`src/rtl/calc_display_pkg.sv`:
```
// Shared types and constants for the result display path (state encoding, BCD width,
// active-low gfedcba seven-segment patterns).
package calc_display_pkg;

  typedef enum logic [1:0] {IDLE, SHIFT, DONE} state_t;

  localparam int BCD_W = 4;

  localparam logic [6:0] SEG_BLANK = 7'h7F;
  localparam logic [6:0] SEG_MINUS = 7'h3F;

  localparam logic [6:0] SEG_0 = 7'h40;
  localparam logic [6:0] SEG_1 = 7'h79;
  localparam logic [6:0] SEG_2 = 7'h24;
  localparam logic [6:0] SEG_3 = 7'h30;
  localparam logic [6:0] SEG_4 = 7'h19;
  localparam logic [6:0] SEG_5 = 7'h12;
  localparam logic [6:0] SEG_6 = 7'h02;
  localparam logic [6:0] SEG_7 = 7'h78;
  localparam logic [6:0] SEG_8 = 7'h00;
  localparam logic [6:0] SEG_9 = 7'h10;

endpackage

```
`src/rtl/bcd_to_7seg.sv`:
```
// Combinational BCD nibble to active-low gfedcba segment encoder.
// Non-decimal codes fall back to all segments off.
module bcd_to_7seg
  import calc_display_pkg::*;
(
  input  logic [BCD_W-1:0] bcd,
  output logic [6:0]       seg
);

  always_comb begin
    seg = SEG_BLANK;
    case (bcd)
      4'd0: seg = SEG_0;
      4'd1: seg = SEG_1;
      4'd2: seg = SEG_2;
      4'd3: seg = SEG_3;
      4'd4: seg = SEG_4;
      4'd5: seg = SEG_5;
      4'd6: seg = SEG_6;
      4'd7: seg = SEG_7;
      4'd8: seg = SEG_8;
      4'd9: seg = SEG_9;
      default: seg = SEG_BLANK;
    endcase
  end

endmodule

```
`src/rtl/result_display_decoder.sv`:
```
// Signed result -> sign + BCD digits via one-shift-per-cycle double dabble, with leading-zero
// blanking. Define RESULT_DISPLAY_SEVEN_SEG_EN to add the registered seg_out port.
module result_display_decoder
  import calc_display_pkg::*;
#(
  parameter int WIDTH      = 16,
  parameter int NUM_DIGITS = 5
) (
  input  logic                        clk,
  input  logic                        nRST,
  input  logic [WIDTH-1:0]            result_in,
  input  logic                        result_valid,
  output logic                        busy,
  output logic                        done,
  output logic                        negative,
  output logic [BCD_W*NUM_DIGITS-1:0] bcd_digits,
  output logic [NUM_DIGITS-1:0]       digit_blank
`ifdef RESULT_DISPLAY_SEVEN_SEG_EN
  ,
  output logic [7*(NUM_DIGITS+1)-1:0] seg_out
`endif
);

  localparam int SW = BCD_W * NUM_DIGITS;
  localparam int CW = (WIDTH > 1) ? $clog2(WIDTH) : 1;

  state_t          state;
  logic            valid_q;
  logic            neg_next;
  logic [WIDTH-1:0] mag;
  logic [SW-1:0]   scratch;
  logic [SW-1:0]   adj;
  logic [CW-1:0]   cnt;
  logic [NUM_DIGITS-1:0] blank_next;

  wire rise = result_valid & ~valid_q;

  always_comb begin
    adj = scratch;
    for (int i = 0; i < NUM_DIGITS; i++)
      if (scratch[BCD_W*i +: BCD_W] >= BCD_W'(5))
        adj[BCD_W*i +: BCD_W] = scratch[BCD_W*i +: BCD_W] + BCD_W'(3);
  end

  // Digit i blanks when it and every more-significant digit are zero; the ones digit never does.
  always_comb begin
    blank_next = '0;
    for (int i = 1; i < NUM_DIGITS; i++)
      blank_next[i] = ((scratch >> (BCD_W*i)) == '0);
  end

`ifdef RESULT_DISPLAY_SEVEN_SEG_EN
  logic [NUM_DIGITS-1:0][6:0] seg_dig;
  logic [7*(NUM_DIGITS+1)-1:0] seg_next;

  genvar g;
  generate
    for (g = 0; g < NUM_DIGITS; g++) begin : g_seg
      bcd_to_7seg u_seg (.bcd(scratch[BCD_W*g +: BCD_W]), .seg(seg_dig[g]));
    end
  endgenerate

  always_comb begin
    seg_next = '0;
    for (int i = 0; i < NUM_DIGITS; i++)
      seg_next[7*i +: 7] = blank_next[i] ? SEG_BLANK : seg_dig[i];
    seg_next[7*NUM_DIGITS +: 7] = neg_next ? SEG_MINUS : SEG_BLANK;
  end
`endif

  always_ff @(posedge clk or negedge nRST) begin
    if (!nRST) begin
      state       <= IDLE;
      valid_q     <= 1'b0;
      neg_next    <= 1'b0;
      mag         <= '0;
      scratch     <= '0;
      cnt         <= '0;
      busy        <= 1'b0;
      done        <= 1'b0;
      negative    <= 1'b0;
      bcd_digits  <= '0;
      digit_blank <= {{(NUM_DIGITS-1){1'b1}}, 1'b0};
`ifdef RESULT_DISPLAY_SEVEN_SEG_EN
      seg_out     <= {{NUM_DIGITS{SEG_BLANK}}, SEG_0};
`endif
    end else begin
      valid_q <= result_valid;
      done    <= 1'b0;
      case (state)
        IDLE: if (rise) begin
          neg_next <= result_in[WIDTH-1];
          // Unsigned negate: the most negative input maps to its true magnitude.
          mag      <= result_in[WIDTH-1] ? (~result_in + WIDTH'(1)) : result_in;
          scratch  <= '0;
          cnt      <= '0;
          busy     <= 1'b1;
          state    <= SHIFT;
        end
        SHIFT: begin
          {scratch, mag} <= {adj[SW-2:0], mag, 1'b0};
          cnt            <= cnt + CW'(1);
          if (cnt == CW'(WIDTH-1)) state <= DONE;
        end
        DONE: begin
          bcd_digits  <= scratch;
          negative    <= neg_next;
          digit_blank <= blank_next;
`ifdef RESULT_DISPLAY_SEVEN_SEG_EN
          seg_out     <= seg_next;
`endif
          done        <= 1'b1;
          busy        <= 1'b0;
          state       <= IDLE;
        end
        default: state <= IDLE;
      endcase
    end
  end

endmodule

```
`config.mk`:
```
export PLATFORM = sky130hd
export DESIGN_NAME = result_display_decoder
export DESIGN_NICKNAME = d
export VERILOG_FILES = /design/src/rtl/calc_display_pkg.sv /design/src/rtl/bcd_to_7seg.sv /design/src/rtl/result_display_decoder.sv
export SDC_FILE = /design/constraint.sdc
export NUM_CORES = 1
export LEC_CHECK = 0
export CAP_MARGIN = 20
export CORE_MARGIN = 8
export CORE_UTILIZATION = 64
export CTS_CLUSTER_DIAMETER = 100
export DETAILED_ROUTE_END_ITERATION = 16
export DONT_BUFFER_PORTS = 1
export PLACE_DENSITY = 0.76
export SYNTH_ARGS = -nofsm -noshare
export SYNTH_HDL_FRONTEND = slang
export SYNTH_HIERARCHICAL = 1
export SYNTH_SLANG_ARGS = --single-unit
```
`constraint.sdc`:
```
create_clock -name clk -period 4.45 [get_ports clk]
set_input_delay 0.445 -clock clk [delete_from_list [all_inputs] [get_ports clk]]
set_output_delay 0.445 -clock clk [all_outputs]
set_load 0.02 [all_outputs]
```
======== After elaboration in Yosys (flattened, before gate mapping) ========
Cells that the tools add are included.
word-level totals
  input bits .............................. 19
  logic and storage cells ................. 60
  output and inout bits ................... 28
  flip-flop bits (word level) ............. 71
cells by class
  reduce and logical (&&, ||, !) cells .... 11
  $add $sub $neg .......................... 7
  multiplexer cells ....................... 18
  eq/ne operators ......................... 5
  bitwise operators ....................... 3
  order comparisons ....................... 5
operators with widths
  kind                     number
  $logic_not A20 Y1        4
  $pmux W20 S2             1
  $mux W16                 2
  $pmux W16 S2             1
  $ge A4 B3 Y1 const B     5
  $mux W20                 1
  $mux W4                  5
  $add A16 B1 Y16 const B  1
  $add A4 B2 Y4 const B    4
  $not A16 Y16             1
  $pmux W4 S2              1
  $reduce_and A2 Y1        4
  $add A4 B1 Y4 const B    1
  $eq A4 B4 Y1 const B     1
  $mux W2                  2
  $ne A2 B2 Y1 const B     2
  $pmux W2 S2              1
  $reduce_bool A2 Y1       2
  $add A3 B2 Y3 const B    1
  $mux W3                  1
  $eq A2 B1 Y1 const B     1
  $eq A2 B2 Y1 const B     1
  $logic_not A2 Y1         1
  $mux W1                  2
  other kinds (3)          3

======== Depth between registers and ports, before layout ========
  word-level depth ........................ 5
  mapped depth ............................ 7
  gate-level depth less buffers ........... 7

======== Worst setup path after synthesis ========
No wires, ideal clock.
  kind .................................... in2reg
  start ................................... input port result_in[8]
  end ..................................... register mag[14]
  data arrival time ....................... 1.668 ns
  setup slack ............................. 2.655 ns
  data required time ...................... 4.323 ns
  library setup time ...................... 0.127 ns
  buffers on the path ..................... 0
  cell stages on the path ................. 5
  cells stage by stage .................... or3_4 > or4_4 > o21ai_2 > xor2_1 > o21ai_1
between the ends
  cells in the longest elaborated chain, start to end .. 5
RTL lines
  what                  line                           text
  from (decl)           result_display_decoder.sv:11   input logic [WIDTH-1:0] result_in,
  $not A16 Y16          result_display_decoder.sv:94   mag <= result_in[WIDTH-1] ? (~result_in + WIDTH'(1)) : result_in;
  $add A16 B1 Y16       result_display_decoder.sv:94
  $mux W16              result_display_decoder.sv:94
  $mux W16              result_display_decoder.sv:91   IDLE: if (rise) begin
  $pmux W16 S2          result_display_decoder.sv:90   case (state)
  to (signal assigned)  result_display_decoder.sv:94
  to (signal assigned)  result_display_decoder.sv:101  {scratch, mag} <= {adj[SW-2:0], mag, 1'b0};
  to (decl)             result_display_decoder.sv:30   logic [WIDTH-1:0] mag;
Every way passes these cells. The select of a mux whose other input is x is not followed.
A chain may end at the register's enable or synchronous reset.

======== Final worst setup path ========
  start ................................... register valid_q
  end ..................................... register scratch[3]
between the ends
  cells in the longest elaborated chain, start to end .. 4
RTL lines
  what                         line                           text
  from (decl)                  result_display_decoder.sv:28   logic valid_q;
  from (signal assigned)       result_display_decoder.sv:88   valid_q <= result_valid;
  $not A1 Y1                   result_display_decoder.sv:36   wire rise = result_valid & ~valid_q;
  $and A1 B1 Y1                result_display_decoder.sv:36
  $ne A2 B2 Y1 (no line)       -
  $reduce_and A2 Y1 (no line)  -
  to (signal assigned)         result_display_decoder.sv:101
  to (decl)                    result_display_decoder.sv:31   logic [SW-1:0] scratch;
Every way passes these cells.

==> impl_results.md <==
- Status: completed
- All-Layer GR Usage: 17.0%
- Avg WL per Cell: 16.1 um
- Core Area: 5370 um^2
- Ys flop type: dfrtp_1
- CTS Root Cell: clkbuf_8
- Placement Rows: 27
- Util after Layout: 69.5%
- Non-Filler Instances: 406
- DR vias/cell: 5.89
- Post-synth ARST share: 100%
- Synth area leader: dfrtp_1
- Share of post-route cells with drive strength above 1: 12.6%
- HPWL Detailed: 4.55 mm
- DP Area: 3500 um^2
- Kind of critical path: flop to flop
- Initial antenna violation count: 0
- Critical path launch point type: flop
- Mapped cell area: 3490 um^2
- Worst-Margin Slew: 0.834 ns
- Top cells by area, synth: dfrtp_1 48%, o21ai_0 5.2%, ha_1 5.0%, nand2_1 4.0%, mux2_2 3.6%
- EDFF count, synth: 0
- Fin. Hold Viols: 0
- Final setup margin: 2.28 ns
- Antenna viol nets, final: 0
- HP Class: input pin to flop
- First-pass GRT wire length: 11.5 mm
- Yosys top cell area share: 48.1%
- Fill cell count: 411
- CTS tree: yes
- Die width: 89.8 um
- Routability Congestion: 0.809
- DRC: 0
- Cell Pwr Density: 660 nW/um^2
- Cells after Synth: 332
- Clock sink count: 71
- IO Port Bufs: 0
- Peak supply drop: 0.285 mV
- Crit path required time: 4.68 ns
- Clock latency on the worst-skew pair: 0.34 ns
- Final Max Slew Viols: 0
- Post-synth cell types: 46
- Largest net degree at the start of global routing: 72
- Max Cap Viol: 0
- P_leak: 1.65 nW
- DP Worst Slack: 2.25 ns
- Layout Area Growth over Synthesis: 7.07%
- Max-slew headroom: 44.4%
- Total negative slack: 0 ns
- Worst path arrival time: 2.40 ns
- Design area: 3730 um^2
- Post-cts sizing count: 0
- CTS buffer count: 9
- Seq/Total Area, Yosys: 51.1%
- Routed via count: 2390
- Routed Wire Length: 6.55 mm
- Synthesized Nets: 365
- FF+latch area: 1780 um^2
- Grt total ovfl: 0
- R2r worst-path depth: 5
- Synth Warn #: 6
- Period Utilization, post-route: 48.8%
- Skew final: 0.00859 ns
- Crit-path max FO: 24
- Max Clk Rate: 0.460 GHz
- Unrepaired setup endpoints after global routing: no
- Die H: 89.8 um
- Worst Setup End Kind: flop
- Multi-input logic area: 1560 um^2
- Count of boundary I/O pins: 47
- Dpl cells: 388
- DRT Pass-1 Iters: 4
- Nets: 362
- Initial core utilization: 64.9%
- Htree depth: 3
- FF+latch count, synth: 71
- ANT cells: 0
- Hold path cells: 0
- Crit path time final: 2.17 ns
- Area of the die: 8060 um^2
- Clock buffer depth: 2
- CTS clk-pin slew, worst paths: 0.08 ns
- First DRT Iteration DRCs: 122
- Final Setup Violations: 0
- Vias in the first global route: 2444
- Mapped Avg Cell Area: 10.5 um^2
repair_timing:
action	CTS	global route
hold buffers	2	0
endpoints found under the hold margin	71	0
setup endpoints to repair	0	0
setup buffers	0	0
layer usage:
layer / global-route usage (%) / vias up / part of all wire, %
met5: 0 / - / 0
met4: 9.31 / 0 / 2.1
met3: 4.90 / 12 / 6.4
met2: 26.6 / 61 / 46
met1: 20.7 / 1144 / 46
li1: - / 1173 / -
synth_stat cells (all sizes together), types with 6 or more instances:
master  count
a21oi       9
a32o        6
buf         8
o21ai      41
xor2       10
nor2        8
dfrtp      67
a22oi      12
o22ai       7
o31ai       9
nand2      37
inv        14
xnor2       6
nand2b      9
clkbuf     11
mux2       11
ha         14
cells by family after synthesis:
family,share of synthesized area (%)
compound gates,18.2
simple gates,12.6
flops,51.1
buf+inv,4.27
xor+xnor,4.02
mux,4.70
fa+ha+maj,5.03
other cells,0.108
cell type report:
cell class | count | area share [%]
flip-flops and latches | 71 | 47.7
multi-input cells | 228 | 41.7
clock buffers | 12 | 3.89
inverters | 14 | 1.41
repair buffers | 5 | 1.61
well taps | 72 | 2.41
clock inverters | 4 | 1.21
power by group:
group / switching [mW] / internal, mW / leakage [nW]
registers: 0.246 / 0.873 / 0.870
clock network: 0.225 / 0.272 / 0.100
logic: 0.479 / 0.371 / 0.678
total: 0.949 / 1.52 / 1.65
flip-flops by register name (all words and copies together) (netlist names):
signal,count
neg_next,1
digit_blank,4
negative,1
bcd_digits,20
busy,1
valid_q,1
state,2
scratch,20
done,1
cnt,4
mag,16
metrics by stage:
step,hold slack [ns],power (mW)
CTS,0.115,2.49
detailed placement,0.152,1.97
finish,0.134,2.47
floorplan,0.149,1.78
global route,0.109,2.66
global placement,0.152,1.93
cells in the final DEF (no fill, tap or decap), drive strengths merged, types with 4 or more instances in the layout:
cell	count
inv	14
mux2i	4
o21ai	41
xor2	10
nand2	37
mux2	11
a22o	5
nor3	5
a22oi	12
nor2	8
buf	4
o31ai	9
nand2b	9
o22ai	7
a32o	6
ha	14
clkbuf	12
dfrtp	67
o211ai	4
dfstp	4
nor2b	5
a21oi	9
xnor2	6
worst max-delay path: stages (launching register included):
cell,delay [ns]
dfrtp_1,0.36
nand2b_1,0.15
or3_1,0.62
nand2_1,0.52
o31ai_1,0.17
a32o_1,0.24
worst paths after layout:
path	start	slack, ns	end
setup reg to reg	valid_q$_DFF_PN0_	2.28	scratch[3]$_DFFE_PN0P_
hold reg to reg	neg_next$_DFFE_PN0P_	0.48	neg_next$_DFFE_PN0P_
min in group asynchronous	nRST	0.64	bcd_digits[6]$_DFFE_PN0P_
max in group asynchronous	nRST	3.48	digit_blank[3]$_DFFE_PN1P_
hold / removal	result_valid	0.13	valid_q$_DFF_PN0_
setup / recovery	valid_q$_DFF_PN0_	2.28	scratch[3]$_DFFE_PN0P_
No activity file was read; power rests on OpenSTA's default activity.
